==> config.mk <==
export PLATFORM = sky130hd
export DESIGN_NAME = branch_hazard_ctrl_flat
export DESIGN_NICKNAME = d
export VERILOG_FILES = /design/src/rtl/riscv_ctrl_pkg.sv /design/src/rtl/branch_hazard_ctrl_if.sv /design/src/rtl/sat_counter.sv /design/src/rtl/branch_hazard_ctrl.sv /design/src/flat_wrapper.sv
export SDC_FILE = /design/constraint.sdc
export NUM_CORES = 1
export LEC_CHECK = 0
export BUFFER_PORTS_ARGS = -buffer_cell sky130_fd_sc_hd__buf_4
export CAP_MARGIN = 15
export CORE_UTILIZATION = 46
export DETAILED_ROUTE_END_ITERATION = 8
export PLACE_DENSITY = 0.95
export RECOVER_POWER = 25
export SYNTH_ARGS = -nofsm -noshare
export SYNTH_HDL_FRONTEND = slang
export SYNTH_HIERARCHICAL = 1
export SYNTH_SLANG_ARGS = --single-unit
==> constraint.sdc <==
create_clock -name clk -period 2 [get_ports clk]
set_input_delay 0.4 -clock clk [delete_from_list [all_inputs] [get_ports clk]]
set_output_delay 0.4 -clock clk [all_outputs]
set_load 0.03 [all_outputs]
==> src/rtl/riscv_ctrl_pkg.sv <==
// riscv_ctrl_pkg: hazard-controller state encodings and default widths
package riscv_ctrl_pkg;
  localparam int XLEN_DEF = 32;
  localparam int CNT_W_DEF = 16;
  typedef enum logic [1:0] {RUN = 2'd0, REDIRECT = 2'd1, BUBBLE = 2'd2, HOLD = 2'd3} ctrl_state_e;
endpackage

==> src/rtl/branch_hazard_ctrl_if.sv <==
// branch_hazard_ctrl_if: pipeline <-> hazard-controller signal bundle
interface branch_hazard_ctrl_if
  import riscv_ctrl_pkg::*;
#(
  parameter int XLEN = XLEN_DEF,
  parameter int CNT_W = CNT_W_DEF
);
  logic Branch_mem;
  logic [XLEN-1:0] branch_target_mem;
  logic load_use_hazard_id;
  logic mem_busy;
  logic pc_write;
  logic pc_src;
  logic [XLEN-1:0] pc_target;
  logic if_id_write;
  logic if_id_flush;
  logic id_ex_flush;
  logic ex_mem_flush;
  logic [1:0] ctrl_state;
  logic [CNT_W-1:0] flush_cnt;
  logic [CNT_W-1:0] bubble_cnt;
  modport master (
    output Branch_mem, branch_target_mem, load_use_hazard_id, mem_busy,
    input pc_write, pc_src, pc_target, if_id_write, if_id_flush, id_ex_flush, ex_mem_flush,
    input ctrl_state, flush_cnt, bubble_cnt
  );
  modport slave (
    input Branch_mem, branch_target_mem, load_use_hazard_id, mem_busy,
    output pc_write, pc_src, pc_target, if_id_write, if_id_flush, id_ex_flush, ex_mem_flush,
    output ctrl_state, flush_cnt, bubble_cnt
  );
endinterface

==> src/rtl/sat_counter.sv <==
// sat_counter: event counter that sticks at all-ones
module sat_counter #(
  parameter int W = 16
) (
  input  logic         clk,
  input  logic         rst_n,
  input  logic         inc,
  output logic [W-1:0] cnt
);
  always_ff @(posedge clk or negedge rst_n)
    if (!rst_n) cnt <= '0;
    else if (inc && !(&cnt)) cnt <= cnt + 1'b1;
endmodule

==> src/rtl/branch_hazard_ctrl.sv <==
// branch_hazard_ctrl: Moore FSM for branch redirect, load-use bubble and memory freeze
// FLUSH_STATS_EN adds saturating redirect/bubble entry counters.
module branch_hazard_ctrl
  import riscv_ctrl_pkg::*;
#(
  parameter int XLEN = XLEN_DEF,
  parameter int CNT_W = CNT_W_DEF
) (
  input logic clk,
  input logic rst_n,
  branch_hazard_ctrl_if.slave bus
);
  ctrl_state_e state, nxt, resume, nxt_resume;
  logic [XLEN-1:0] target;
  logic capture;
  always_ff @(posedge clk or negedge rst_n)
    if (!rst_n) begin
      state <= RUN;
      resume <= RUN;
      target <= '0;
    end else begin
      state <= nxt;
      resume <= nxt_resume;
      if (capture) target <= bus.branch_target_mem;
    end
  // a freeze wins everywhere; branches seen while frozen are left for the resolver to replay
  always_comb begin
    nxt = state;
    nxt_resume = resume;
    capture = 1'b0;
    if (bus.mem_busy) begin
      nxt = HOLD;
      nxt_resume = (state == HOLD) ? resume : state;
    end else begin
      case (state)
        RUN: begin
          capture = bus.Branch_mem;
          nxt = bus.Branch_mem ? REDIRECT : bus.load_use_hazard_id ? BUBBLE : RUN;
        end
        HOLD: nxt = resume;
        default: nxt = RUN;
      endcase
    end
  end
  always_comb begin
    bus.pc_write = (state == RUN) || (state == REDIRECT);
    bus.if_id_write = (state == RUN) || (state == REDIRECT);
    bus.pc_src = state == REDIRECT;
    bus.if_id_flush = state == REDIRECT;
    bus.ex_mem_flush = state == REDIRECT;
    bus.id_ex_flush = (state == REDIRECT) || (state == BUBBLE);
    bus.ctrl_state = state;
    bus.pc_target = target;
  end
`ifdef FLUSH_STATS_EN
  sat_counter #(.W(CNT_W)) u_flush_cnt (.clk(clk), .rst_n(rst_n), .inc(nxt == REDIRECT), .cnt(bus.flush_cnt));
  sat_counter #(.W(CNT_W)) u_bubble_cnt (.clk(clk), .rst_n(rst_n), .inc(nxt == BUBBLE), .cnt(bus.bubble_cnt));
`else
  assign bus.flush_cnt = '0;
  assign bus.bubble_cnt = '0;
`endif
endmodule

==> src/flat_wrapper.sv <==
// flat-port wrapper written by rule: the top's interface ports become plain ports
module branch_hazard_ctrl_flat import riscv_ctrl_pkg::*;
#(
  parameter int XLEN = XLEN_DEF,
  parameter int CNT_W = CNT_W_DEF
)
  (clk, rst_n, bus_Branch_mem, bus_branch_target_mem, bus_load_use_hazard_id, bus_mem_busy, bus_pc_write, bus_pc_src, bus_pc_target, bus_if_id_write, bus_if_id_flush, bus_id_ex_flush, bus_ex_mem_flush, bus_ctrl_state, bus_flush_cnt, bus_bubble_cnt);
  branch_hazard_ctrl_if #(.XLEN(XLEN), .CNT_W(CNT_W)) bus_i ();
  input logic clk;
  input logic rst_n;
  input wire logic [$bits(bus_i.Branch_mem)-1:0] bus_Branch_mem;
  input wire logic [$bits(bus_i.branch_target_mem)-1:0] bus_branch_target_mem;
  input wire logic [$bits(bus_i.load_use_hazard_id)-1:0] bus_load_use_hazard_id;
  input wire logic [$bits(bus_i.mem_busy)-1:0] bus_mem_busy;
  output wire logic [$bits(bus_i.pc_write)-1:0] bus_pc_write;
  output wire logic [$bits(bus_i.pc_src)-1:0] bus_pc_src;
  output wire logic [$bits(bus_i.pc_target)-1:0] bus_pc_target;
  output wire logic [$bits(bus_i.if_id_write)-1:0] bus_if_id_write;
  output wire logic [$bits(bus_i.if_id_flush)-1:0] bus_if_id_flush;
  output wire logic [$bits(bus_i.id_ex_flush)-1:0] bus_id_ex_flush;
  output wire logic [$bits(bus_i.ex_mem_flush)-1:0] bus_ex_mem_flush;
  output wire logic [$bits(bus_i.ctrl_state)-1:0] bus_ctrl_state;
  output wire logic [$bits(bus_i.flush_cnt)-1:0] bus_flush_cnt;
  output wire logic [$bits(bus_i.bubble_cnt)-1:0] bus_bubble_cnt;
  assign bus_i.Branch_mem = bus_Branch_mem;
  assign bus_i.branch_target_mem = bus_branch_target_mem;
  assign bus_i.load_use_hazard_id = bus_load_use_hazard_id;
  assign bus_i.mem_busy = bus_mem_busy;
  assign bus_pc_write = bus_i.pc_write;
  assign bus_pc_src = bus_i.pc_src;
  assign bus_pc_target = bus_i.pc_target;
  assign bus_if_id_write = bus_i.if_id_write;
  assign bus_if_id_flush = bus_i.if_id_flush;
  assign bus_id_ex_flush = bus_i.id_ex_flush;
  assign bus_ex_mem_flush = bus_i.ex_mem_flush;
  assign bus_ctrl_state = bus_i.ctrl_state;
  assign bus_flush_cnt = bus_i.flush_cnt;
  assign bus_bubble_cnt = bus_i.bubble_cnt;
  branch_hazard_ctrl #(.XLEN(XLEN), .CNT_W(CNT_W)) u_core (.clk(clk), .rst_n(rst_n), .bus(bus_i));
endmodule
==> results of run 1 <==
-- worst max-delay path by stage --
stage / startpoint / endpoint / slack (ns) / depth (start not counted)
after floorplan: u_core/bus.ctrl_state[1] / bus_pc_write / 0.04 / 4
after global placement: u_core/bus.ctrl_state[0] / u_core/bus.pc_target[0] / 0.29 / 5
after detailed placement: u_core/bus.ctrl_state[0] / u_core/bus.pc_target[29] / 0.25 / 5
after CTS: u_core/bus.ctrl_state[0] / bus_if_id_write / 0.07 / 4
after global routing: u_core/bus.ctrl_state[0] / bus_if_id_write / 0.05 / 4
final: u_core/bus.ctrl_state[0] / bus_if_id_write / 0.14 / 4
-- stage by stage --
step                      cells  cell area (µm²)
after global routing        248             2390
after floorplan             153             1930
after CTS                   248             2390
after detailed placement    240             2280
after global placement      240             2280
final                       248             2390
-- cell families (layout without fill, tap and decap cells) --
family	after synthesis	in the layout	share of synthesized area, %
fa+ha+maj	3	3	2.07
other cells	1	32	0.207
simple gates	4	4	2.35
compound gates	3	3	1.38
mux	34	34	27.3
flops	36	36	49.7
buf+inv	41	88	17.0
-- metal layers --
layer | routed length, µm | GRT usage, % | up-vias
met2 | 1600 | 28.9 | 66
met3 | 285 | 6.16 | 6
met1 | 1250 | 18.3 | 510
met5 | 0 | 0 | -
met4 | 38 | 5.83 | 0
li1 | - | - | 494
-- flip-flops by register name, summed over array words and instances (netlist names) --
signal	flops
u_core/bus.ctrl_state	2
u_core/bus.pc_target	32
u_core/resume	2
-- cell usage after synthesis --
cell | count | area share, %
conb_1 | 1 | 0.21
ha_1 | 3 | 2.1
nand2b_1 | 1 | 0.35
a22oi_1 | 1 | 0.41
nand3b_4 | 1 | 1.1
mux2_2 | 4 | 2.5
inv_1 | 3 | 0.62
nor4bb_1 | 1 | 0.55
a311o_1 | 1 | 0.55
buf_4 | 35 | 14
buf_6 | 3 | 1.9
dfrtp_1 | 36 | 50
mux2_4 | 30 | 25
or2_2 | 1 | 0.35
o21bai_1 | 1 | 0.41
-- what timing repair did --
| action | 4_1_cts | 5_1_grt |
|---|---|---|
| setup endpoints to repair | 0 | 2 |
| setup buffers | 0 | 0 |
| gates resized for setup | 0 | 1 |
-- power by group through the flow --
stage / Clock [W] / Sequential (W) / Combinational, W
floorplan: 0 / 0.00157 / 0.000559
global placement: 0 / 0.00112 / 0.00146
detailed placement: 0 / 0.00112 / 0.00149
CTS: 0.000632 / 0.00111 / 0.00149
global route: 0.000666 / 0.00115 / 0.00155
finish: 0.000606 / 0.00111 / 0.00148
-- final cells by class --
cell class / count / area, µm² / area share [%]
flip-flops and latches: 36 / 901 / 37.7
multi-input cells: 76 / 723 / 30.2
repair buffers: 77 / 588 / 24.6
clock buffers: 6 / 72.6 / 3.04
well taps: 48 / 60.1 / 2.51
clock inverters: 2 / 35.0 / 1.47
inverters: 3 / 11.3 / 0.471
==> metrics.md, run 1 <==
| Metric | Value |
|---|---|
| Root Buffer | `clkbuf_8` |
| Sw Share | `37.2%` |
| Vias in the first global route | `1,132` |
| PnR worst setup slack | `0.142 ns` |
| IO Port Bufs | `76` |
| Maximum VDD drop | `629 µV` |
| Average cell area after synthesis | `14.9 µm²` |
| Die ar. | `0.00420 mm²` |
| Worst clock skew | `0.00322 ns` |
| Final Power | `0.00320 W` |
| H-tree depth | `2` |
| Final hold viol count | `0` |
| Crit Path Max Fanout | `5` |
| Mapped cell area | `0.00181 mm²` |
| Initial Util | `48.8%` |
| Max-cap check violation count | `0` |
| Crit path max-delay family | `flip-flops` |
| DR DRC count | `0` |
| Clock buffer depth | `2` |
| Crit path buf inv count | `2` |
| Crit end category | `output port` |
| RR Startpoint | `u_core/bus.ctrl_state[0]` |
| Kind of critical path | `reg -> out` |
| Gr ovfl total | `0` |
| Cell Rows | `22` |
| Critical Path RT | `1.60 ns` |
| Iter 0 DRT Violations | `17` |
| Area grow syn2layout | `31.9%` |
| Fin nets | `239` |
| Fin Hold WS | `0.224 ns` |
| Slew margin rel. | `42.3%` |
| Number of diodes | `0` |
| TNS Setup | `0 ns` |
| Slowest stage delay, CP | `0.42 ns` |
| Slowest library cell on the worst path | `dfrtp_1` |
| Status | `completed` |
| Routability cong. | `0.691` |
| Share of total power in sequential cells | `34.8%` |
| Register clock-pin slew on the reported worst setup and hold paths | `0.07 ns` |
| RSZ-0062 raised after global routing | `no` |
| Die height | `64.8 µm` |
| Routed Antenna Nets | `0` |
| CP Data Arrival Time | `1.46 ns` |
| Detailed Place HPWL | `2350 µm` |
| Hold Path Class | `in -> async` |
| TritonCTS clock tree | `done` |
| Slew Limit Fails | `0` |
| Most frequent cells in the layout | `buf_4, dfrtp_1, conb_1` |
| Global-route usage over all layers | `16.6%` |
| Filler cells | `284` |
| WL final | `3170 µm` |
| Vias per inst | `4.34` |
| Cells after Synth | `122` |
| Fmax achieved | `538 MHz` |
| Chip width | `64.8 µm` |
| NetSw | `0.00119 W` |
| YS warnings | `6` |
| Seq/Total Area, Yosys | `49.7%` |
| Worst Tran Pin Value | `0.866 ns` |
| FF-to-FF End | `u_core/bus.pc_target[8]` |
| Reg2Reg Setup Slack | `0.29 ns` |
| Synth Register Bits | `36` |
| Crit-path cells | `inv_1 > ha_2 > or2_2 > buf_4` |
| Initial antenna violation count | `0` |
| Pre-CTS setup slack | `0.252 ns` |
| Largest net degree at the start of global routing | `37` |
| Drt wl/cell | `12.8 µm` |
| Layout cell share with drive strength beyond 1 | `60.5%` |
| Startpoint types | `register` |
| Power Internal | `0.00201 W` |
| Library cells used by synthesis | `15` |
| Cells on worst reg2reg path | `5` |
| Drt pass-1 iters | `3` |
| Final worst-path cycle share | `92.9%` |
| Commonest non-fill, non-tap cell in the layout | `buf_4` |
| Pwr dens | `1340 mW/mm²` |
| First-pass GRT wire length | `5150 µm` |
| Clock latency reported for the late side of the worst-skew pair | `0.28 ns` |
| Final min period | `1.86 ns` |
| Part of the power in the clock network | `18.9%` |
| Layout Utilization | `64.3%` |
| Total clock sinks | `36` |
| Power share of the combinational group | `46.3%` |
| Final setup viols | `0` |
| Num CTS Buffers | `5` |
| Hold_buf cts | `0` |
| Vias | `1,076` |
| IO Count | `109` |
| Core ar. | `0.00372 mm²` |
| Leak | `1.34 nW` |
(Power assumes the default switching activity.)
==> run 2: changes to the inputs <==
--- a/config.mk
+++ b/config.mk
@@ -9,8 +9,10 @@
 export CAP_MARGIN = 15
 export CORE_UTILIZATION = 46
 export DETAILED_ROUTE_END_ITERATION = 8
+export GPL_TIMING_DRIVEN = 0
 export PLACE_DENSITY = 0.95
 export RECOVER_POWER = 25
+export SETUP_SLACK_MARGIN = 0.4
 export SYNTH_ARGS = -nofsm -noshare
 export SYNTH_HDL_FRONTEND = slang
 export SYNTH_HIERARCHICAL = 1
==> metrics.md, run 2 (synthesis gave the netlist of run 1 again) <==
| Metric | Value |
|---|---|
| Status | `completed` |
| TNS Setup | `0 ns` |
| Pwr dens | `1210 mW/mm²` |
| Vias | `1,195` |
| Largest register FFs | `32` |
| Worst setup startpoint | `u_core/bus.ctrl_state[0]` |
| RSZ-0062 raised after global routing | `yes` |
| Vias per inst | `4.13` |
| Number of diodes | `0` |
| Fin Hold WS | `0.224 ns` |
| Clock buffer depth | `2` |
| Worst clock skew | `0.00581 ns` |
| Area grow syn2layout | `51.7%` |
| Kind of critical path | `reg -> out` |
| Final worst-path cycle share | `87.8%` |
| Chip width | `64.8 µm` |
| Worst Tran Pin Value | `0.861 ns` |
| Most frequent cells in the layout | `buf_4, dfrtp_1, conb_1` |
| Crit path max-delay family | `flip-flops` |
| Gr ovfl total | `0` |
| Hold Path Class | `in -> async` |
| Initial Util | `48.8%` |
| Slew margin rel. | `42.6%` |
| Root Buffer | `clkbuf_8` |
| Detailed Place HPWL | `2580 µm` |
| Crit end category | `output port` |
| TritonCTS clock tree | `done` |
| Fin nets | `280` |
| Startpoint types | `register` |
| Leak | `1.56 nW` |
| Die ar. | `0.00420 mm²` |
| Iter 0 DRT Violations | `32` |
| Routed Antenna Nets | `0` |
| DR DRC count | `0` |
| Slew Limit Fails | `0` |
| Crit Path Max Fanout | `3` |
| Num CTS Buffers | `5` |
| CP Data Arrival Time | `1.36 ns` |
| Initial antenna violation count | `0` |
| IO Count | `109` |
| Critical Path RT | `1.60 ns` |
| Core ar. | `0.00372 mm²` |
| WL final | `3530 µm` |
| Crit-path cells | `ha_4 > or2_4 > buf_6 > buf_6` |
| Drt pass-1 iters | `3` |
| Drt wl/cell | `12.2 µm` |
| Global-route usage over all layers | `17.3%` |
| Fmax achieved | `569 MHz` |
| Commonest non-fill, non-tap cell in the layout | `buf_4` |
| Routed length on met2 | `1830 µm` |
| Top Layer Used | `met4` |
| First-pass GRT wire length | `5370 µm` |
| Max-cap check violation count | `0` |
| Worst path most repeated cell | `buf_6` |
| DR WL met3 | `317 µm` |
| Slowest stage delay, CP | `0.44 ns` |
| RR Startpoint | `u_core/bus.ctrl_state[1]` |
| Final setup viols | `0` |
| Largest net degree at the start of global routing | `37` |
| IO Port Bufs | `76` |
| Crit path buf inv count | `2` |
| Cell Rows | `22` |
| Die height | `64.8 µm` |
| Maximum VDD drop | `662 µV` |
| Register clock-pin slew on the reported worst setup and hold paths | `0.07 ns` |
| Met1 Wirelength | `1320 µm` |
| Total clock sinks | `36` |
| Routability cong. | `0.804` |
| Final min period | `1.76 ns` |
| Clock latency reported for the late side of the worst-skew pair | `0.28 ns` |
| Slowest library cell on the worst path | `dfrtp_2` |
| H-tree depth | `2` |
| Vias in the first global route | `1,084` |
| Layout cell share with drive strength beyond 1 | `69.3%` |
| Final hold viol count | `0` |
-- run 2: changes by cell type in the layout (fill, tap and decap cells not counted), sizes merged --
| cell | before | now |
|---|---|---|
| buf | 76 | 117 |
-- run 2: repair_timing --
item	in CTS	in global routing
pin swaps	2	0
hold buffers	0	0
cloned	0	0
buffers inserted	4	0
resized for setup	6	2
setup endpoints to repair	5	6
-- run 2: final timing paths --
path	slack, ns	cells past startpoint	endpoint
max	0.24	4	bus_pc_write
min	0.22	1	u_core/bus.pc_target[28]
max reg2reg	0.49	6	u_core/bus.pc_target[9]
min reg2reg	0.51	1	u_core/bus.pc_target[8]
max in group asynchronous	1.18	1	u_core/bus.ctrl_state[1]
min in group clk	0.34	2	u_core/bus.pc_target[19]
-- run 2: cell type report --
cell class | instances | area (µm²)
fillers | 273 | 966
plain buffers | 38 | 300
well taps | 48 | 60.1
repair buffers | 80 | 617
flip-flops and latches | 36 | 903
clock buffers | 6 | 72.6
multi-input cells | 76 | 748
clock inverters | 2 | 35.0
inverters | 3 | 13.8
-- run 2: per-layer routing --
metal / track usage (%) / vias up
met5: 0 / -
met3: 6.16 / 6
met1: 19.8 / 547
met4: 5.56 / 0
li1: - / 574
met2: 29.9 / 68
-- run 2: report_power, final --
part           internal (W)  leakage (nW)  switching (W)
combinational      0.000756          1.08       0.000841
sequential         0.000971         0.428       0.000145
clock              0.000370        0.0552       0.000245
total               0.00210          1.56        0.00123
-- run 2: through the flow --
step	total power [W]	setup WS (ns)	utilization [%]	instance area (µm²)	cells
floorplan	0.00215	0.403	-	1950	153
global placement	0.00265	0.425	69.5	2580	277
detailed placement	0.00268	0.417	69.5	2580	277
CTS	0.00335	0.231	73.9	2750	289
global route	0.00348	0.188	74.0	2750	289
finish	0.00333	0.244	74.0	2750	289
